File: config.mk
export PLATFORM = sky130hd
export DESIGN_NAME = regfile_sb
export DESIGN_NICKNAME = d
export VERILOG_FILES = /design/src/rtl/regfile_sb.sv
export SDC_FILE = /design/constraint.sdc
export NUM_CORES = 2
export LEC_CHECK = 0
export CAP_MARGIN = 40
export CORE_MARGIN = 4
export CORE_UTILIZATION = 61
export CTS_CLUSTER_SIZE = 25
export DETAILED_ROUTE_END_ITERATION = 7
export PLACE_DENSITY = 0.85
export SETUP_SLACK_MARGIN = 0.1
export SLEW_MARGIN = 20
export SYNTH_ARGS = -nofsm -noshare
export SYNTH_HDL_FRONTEND = slang
export SYNTH_SLANG_ARGS = --single-unit
File: constraint.sdc
create_clock -name clk_i -period 2.65 [get_ports clk_i]
set_input_delay 0.3975 -clock clk_i [delete_from_list [all_inputs] [get_ports clk_i]]
set_output_delay 0.3975 -clock clk_i [all_outputs]
set_load 0.01 [all_outputs]
File: src/rtl/regfile_sb.sv
// -----------------------------------------------------------------------------
// regfile_sb
//
// Integer register file with N combinational read ports, one write port and a
// per-register busy scoreboard. Decode uses the scoreboard to detect RAW
// hazards: an issue sets the destination's busy bit, and writeback clears it.
//
// Parameters
//   XLEN      data width in bits
//   NREGS     register count (power of two, >= 2)
//   NUM_RD    number of read ports (1..4)
//   ZERO_REG  1: register 0 is hard-wired to zero and is never busy
//
// Ports
//   clk_i          clock; all state updates on the rising edge
//   rst_i          synchronous active-high reset; clears data and busy bits
//   rs_addr_i      read addresses, port k at [k*AW +: AW]
//   rs_rdata_o     read data, port k at [k*XLEN +: XLEN]
//   rs_busy_o      busy flag of the register addressed by port k
//   issue_en_i     an instruction writing issue_addr_i is issued this cycle
//   issue_addr_i   destination register of the issued instruction
//   wr_en_i        writeback strobe
//   rd_addr_i      writeback destination
//   reg_wr_data_i  writeback data
//   busy_vec_o     registered busy bits, bit i = register i (never bypassed)
//
// Build option
//   REGFILE_BYPASS_EN  when defined, a writeback in the current cycle is
//                      forwarded to any read port addressing the same register
//                      (data and busy). Sequential state is the same in both
//                      builds.
// -----------------------------------------------------------------------------
module regfile_sb #(
  parameter int XLEN     = 32,
  parameter int NREGS    = 32,
  parameter int NUM_RD   = 2,
  parameter int ZERO_REG = 1
) (
  input  logic                        clk_i,
  input  logic                        rst_i,
  input  logic [NUM_RD*$clog2(NREGS)-1:0] rs_addr_i,
  output logic [NUM_RD*XLEN-1:0]      rs_rdata_o,
  output logic [NUM_RD-1:0]           rs_busy_o,
  input  logic                        issue_en_i,
  input  logic [$clog2(NREGS)-1:0]    issue_addr_i,
  input  logic                        wr_en_i,
  input  logic [$clog2(NREGS)-1:0]    rd_addr_i,
  input  logic [XLEN-1:0]             reg_wr_data_i,
  output logic [NREGS-1:0]            busy_vec_o
);

  localparam int AW = $clog2(NREGS);
  localparam bit HAS_ZERO = (ZERO_REG != 0);

  // ---------------------------------------------------------------------------
  // Storage
  // ---------------------------------------------------------------------------
  logic [XLEN-1:0]  regfile_reg [NREGS];
  logic [NREGS-1:0] busy_reg;
  logic [NREGS-1:0] busy_next;

  // Writeback is dropped entirely when it targets the hard-wired zero register.
  logic wr_is_zero;
  logic wr_commit;

  assign wr_is_zero = HAS_ZERO && (rd_addr_i == '0);
  assign wr_commit  = wr_en_i && !wr_is_zero;

  // ---------------------------------------------------------------------------
  // Data array. Read ports are combinational, so this stays a plain register
  // array rather than a block RAM.
  // ---------------------------------------------------------------------------
  always_ff @(posedge clk_i) begin
    if (rst_i) begin
      for (int i = 0; i < NREGS; i++) begin
        regfile_reg[i] <= '0;
      end
    end else if (wr_commit) begin
      regfile_reg[rd_addr_i] <= reg_wr_data_i;
    end
  end

  // ---------------------------------------------------------------------------
  // Scoreboard: one set/clear pair per register.
  // Set has priority so that a new producer issued in the same cycle the old
  // one retires keeps the register marked busy.
  // ---------------------------------------------------------------------------
  logic [NREGS-1:0] set_vec;
  logic [NREGS-1:0] clr_vec;

  generate
    for (genvar gi = 0; gi < NREGS; gi++) begin : g_busy
      assign set_vec[gi] = issue_en_i && (issue_addr_i == AW'(gi));
      assign clr_vec[gi] = wr_en_i    && (rd_addr_i    == AW'(gi));

      if (HAS_ZERO && (gi == 0)) begin : g_zero
        // The zero register never has a pending producer.
        assign busy_next[gi] = 1'b0;
      end else begin : g_norm
        assign busy_next[gi] = set_vec[gi] | (busy_reg[gi] & ~clr_vec[gi]);
      end
    end
  endgenerate

  always_ff @(posedge clk_i) begin
    if (rst_i) begin
      busy_reg <= '0;
    end else begin
      busy_reg <= busy_next;
    end
  end

  assign busy_vec_o = busy_reg;

  // ---------------------------------------------------------------------------
  // Read ports
  // ---------------------------------------------------------------------------
  generate
    for (genvar gi = 0; gi < NUM_RD; gi++) begin : g_rd
      logic [AW-1:0]   port_addr;
      logic            port_is_zero;
      logic [XLEN-1:0] stored_data;
      logic            stored_busy;

      assign port_addr    = rs_addr_i[gi*AW +: AW];
      assign port_is_zero = HAS_ZERO && (port_addr == '0);

      // Force zero explicitly so the zero register reads 0 even before the
      // first reset has cleared the array.
      assign stored_data = port_is_zero ? '0   : regfile_reg[port_addr];
      assign stored_busy = port_is_zero ? 1'b0 : busy_reg[port_addr];

`ifdef REGFILE_BYPASS_EN
      // Forward the writeback in flight. The producer has retired, so the
      // register is no longer busy -- unless a new producer for the same
      // register is issued in this very cycle.
      logic byp_hit;
      logic byp_reissue;

      assign byp_hit     = wr_commit && (rd_addr_i == port_addr);
      assign byp_reissue = issue_en_i && (issue_addr_i == port_addr);

      assign rs_rdata_o[gi*XLEN +: XLEN] = byp_hit ? reg_wr_data_i : stored_data;
      assign rs_busy_o[gi]               = byp_hit ? byp_reissue   : stored_busy;
`else
      assign rs_rdata_o[gi*XLEN +: XLEN] = stored_data;
      assign rs_busy_o[gi]               = stored_busy;
`endif
    end
  endgenerate

endmodule

==> results.json <==
{
  "hold_ws_ns": 0.4510,
  "worstSetupStartpointType": "flip-flop",
  "wirelength_microns": 213300,
  "synthArstFlopShare_pct": 0,
  "use_met1_pct": 50.65,
  "crit_type": "reg -> out",
  "min_path_type": "in -> reg",
  "clock-sinks": 1052,
  "setup_viol": 66,
  "drive_gt1_share_pct": 36.84,
  "die_area_sq_um": 97610,
  "maxCapViolations": 0,
  "cts_tree": "done",
  "clk_pin_slew_ns": 0.06,
  "fp.dieW_microns": 312.4,
  "drc": 0,
  "hold_start": "issue_addr_i[2]",
  "ios": 154,
  "cts_buffers": 104,
  "r2r-start": "busy_vec_o[23]",
  "grt_antenna_before_repair": 20,
  "required_ns": 2.25,
  "ir_worst_vdd_mv": 0.5544,
  "status": "finished, violations left",
  "powerDensity_nw_per_um2": 604.4,
  "drt_iter0_drc": 8746,
  "grt_max_degree": 54,
  "p_leak_uw": 0.02509,
  "syn_area_per_cell_sq_um": 14.99,
  "relSlewSlack_pct": 35.61,
  "dp_hpwl_microns": 127100,
  "crit_arrival_ns": 2.88,
  "synth-edff-count": 1021,
  "yosysWarningCount": 0,
  "final_cell_mix": "edfxtp_1 (1021), and2_1 (993), mux4_2 (447)",
  "area_delta_synth_final_pct": 23.02,
  "synth_seq_area_share_pct": 55.33,
  "synth_ff_type": "edfxtp_1",
  "place.gp.congestion": 0.9882,
  "via_count": 42760,
  "violations": "setup timing",
  "syn-cell-area_sq_um": 56530,
  "use_met3_pct": 16.16,
  "first_pass_iters": 6,
  "track_usage_pct": 42.18,
  "clk_root_buffer_cell": "clkbuf_16",
  "fin_setup_tns_ns": -26.15,
  "fillers": 4589,
  "fin_area_sq_um": 69540,
  "grt_pass1_wl_microns": 295700,
  "tightest_slew_ns": 0.9638,
  "cts_hold_buf": 0,
  "wl_per_cell_microns": 38.23,
  "fin_crit_sh_pct": 123.6,
  "setup_slack_ns": -0.6251,
  "portBuffers": 152,
  "clock_skew_ns": 0,
  "crit_path_end_kind": "output pin",
  "synthCells": 3771,
  "fin_nets": 4291,
  "grt_util_met2_pct": 62.94,
  "utilization_pct": 75.75,
  "grt-ovfl-total": 0,
  "r2r-end": "busy_vec_o[23]",
  "cts_buffer_depth": 3,
  "via_per_inst": 7.666,
  "hold_end": "busy_vec_o[4]",
  "htree_levels": 3,
  "power_uw": 42030,
  "largest_reg_flops": 1021,
  "r2r_setup_slack_ns": 1.59,
  "core-area_sq_um": 91800,
  "yosys_register_bits": 1052,
  "fmax_ghz": 0.3053,
  "fin_crit_ns": 3.275,
  "clock_latency_ns": 0.69,
  "synth_cell_types": 51,
  "rsz0062_at_grt": "yes",
  "num_rows": 111,
  "cp_max_fo": 2,
  "placed_cell_area_sq_um": 63970,
  "crit_start": "regfile_reg[29][6]",
  "ant_nets": 0,
  "slew_violations": 0,
  "busiest_layer": "met2",
  "mostFrequentLayoutCell": "edfxtp_1",
  "fp.dieH_microns": 312.4,
  "hold_viol": 0,
  "initial_core_util_pct": 61.58,
  "ff2ff_path_depth": 5,
  "grt_pass1_vias": 42810,
  "hold_depth": 3
}
## repair_timing
action / CTS / global route
setup endpoints to repair: 66 / 66
cloned: 4 / 0
setup buffers: 22 / 11
gates resized for setup: 543 / 67
pin swaps: 63 / 26
## synthesized netlist by cell type (all sizes together) (33+ instances only)
library cell  count  area share, %
mux4            447             18
and2            993             11
nor2b            33           0.37
clkbuf          285            1.9
mux2            123            2.5
a221oi          117            2.0
edfxtp         1021             54
o21ai            74           0.66
buf             119            1.4
nor2             40           0.27
nand2            42           0.28
mux2i           211            3.7
nand2b           42           0.46
## worst max-delay path, cell delays in order (launching register included)
cell	delay, ns
edfxtp_1	0.42
mux4_2	0.50
mux2_4	0.31
a221oi_4	0.40
buf_6	0.18
a221oi_4	0.06
buf_6	0.19
buf_6	0.11
## cells by family after synthesis
group	synth area share, %
compound gates	4.101
buf+inv	3.400
flops	55.33
mux	24.00
other cells	0.006634
simple gates	13.16
## routing by layer
layer | routed length (microns) | share of wire, %
met5 | 25 | 0.012
met4 | 21160 | 9.9
met3 | 37900 | 18
met2 | 92840 | 44
met1 | 61340 | 29
## worst max path at each step
stage / endpoint / slack, ns
6_report: rs_rdata_o[38] / -0.63
5_1_grt: rs_rdata_o[38] / -0.62
4_1_cts: rs_rdata_o[38] / -0.54
3_5_place_dp: rs_rdata_o[38] / -1.02
3_3_place_gp: rs_rdata_o[38] / -1.03
2_1_floorplan: rs_rdata_o[31] / 0.24
## area by class of cell
class / instances / area, sq um / share of cell area, %
clock buffers: 125 / 2724 / 3.917
diodes: 16 / 40.04 / 0.05757
repair buffers: 732 / 7835 / 11.27
inverters: 11 / 41.29 / 0.05937
clock inverters: 65 / 715.7 / 1.029
flip-flops and latches: 1052 / 31290 / 44.99
well taps: 1243 / 1555 / 2.236
multi-input cells: 2334 / 25340 / 36.44
## power breakdown
group	internal, uW	switching [uW]	total, uW
logic	3160	3680	6840
clock network	8690	6740	15400
registers	19100	622	19800
total	31000	11000	42000
## per-stage QoR
stage / instances / setup slack (ns)
CTS: 5550 / -0.5438
global route: 5566 / -0.6167
global placement: 5333 / -1.032
detailed placement: 5334 / -1.022
finish: 5578 / -0.6251
floorplan: 3800 / 0.2420
Note: power is estimated with default switching activity, not from simulation.
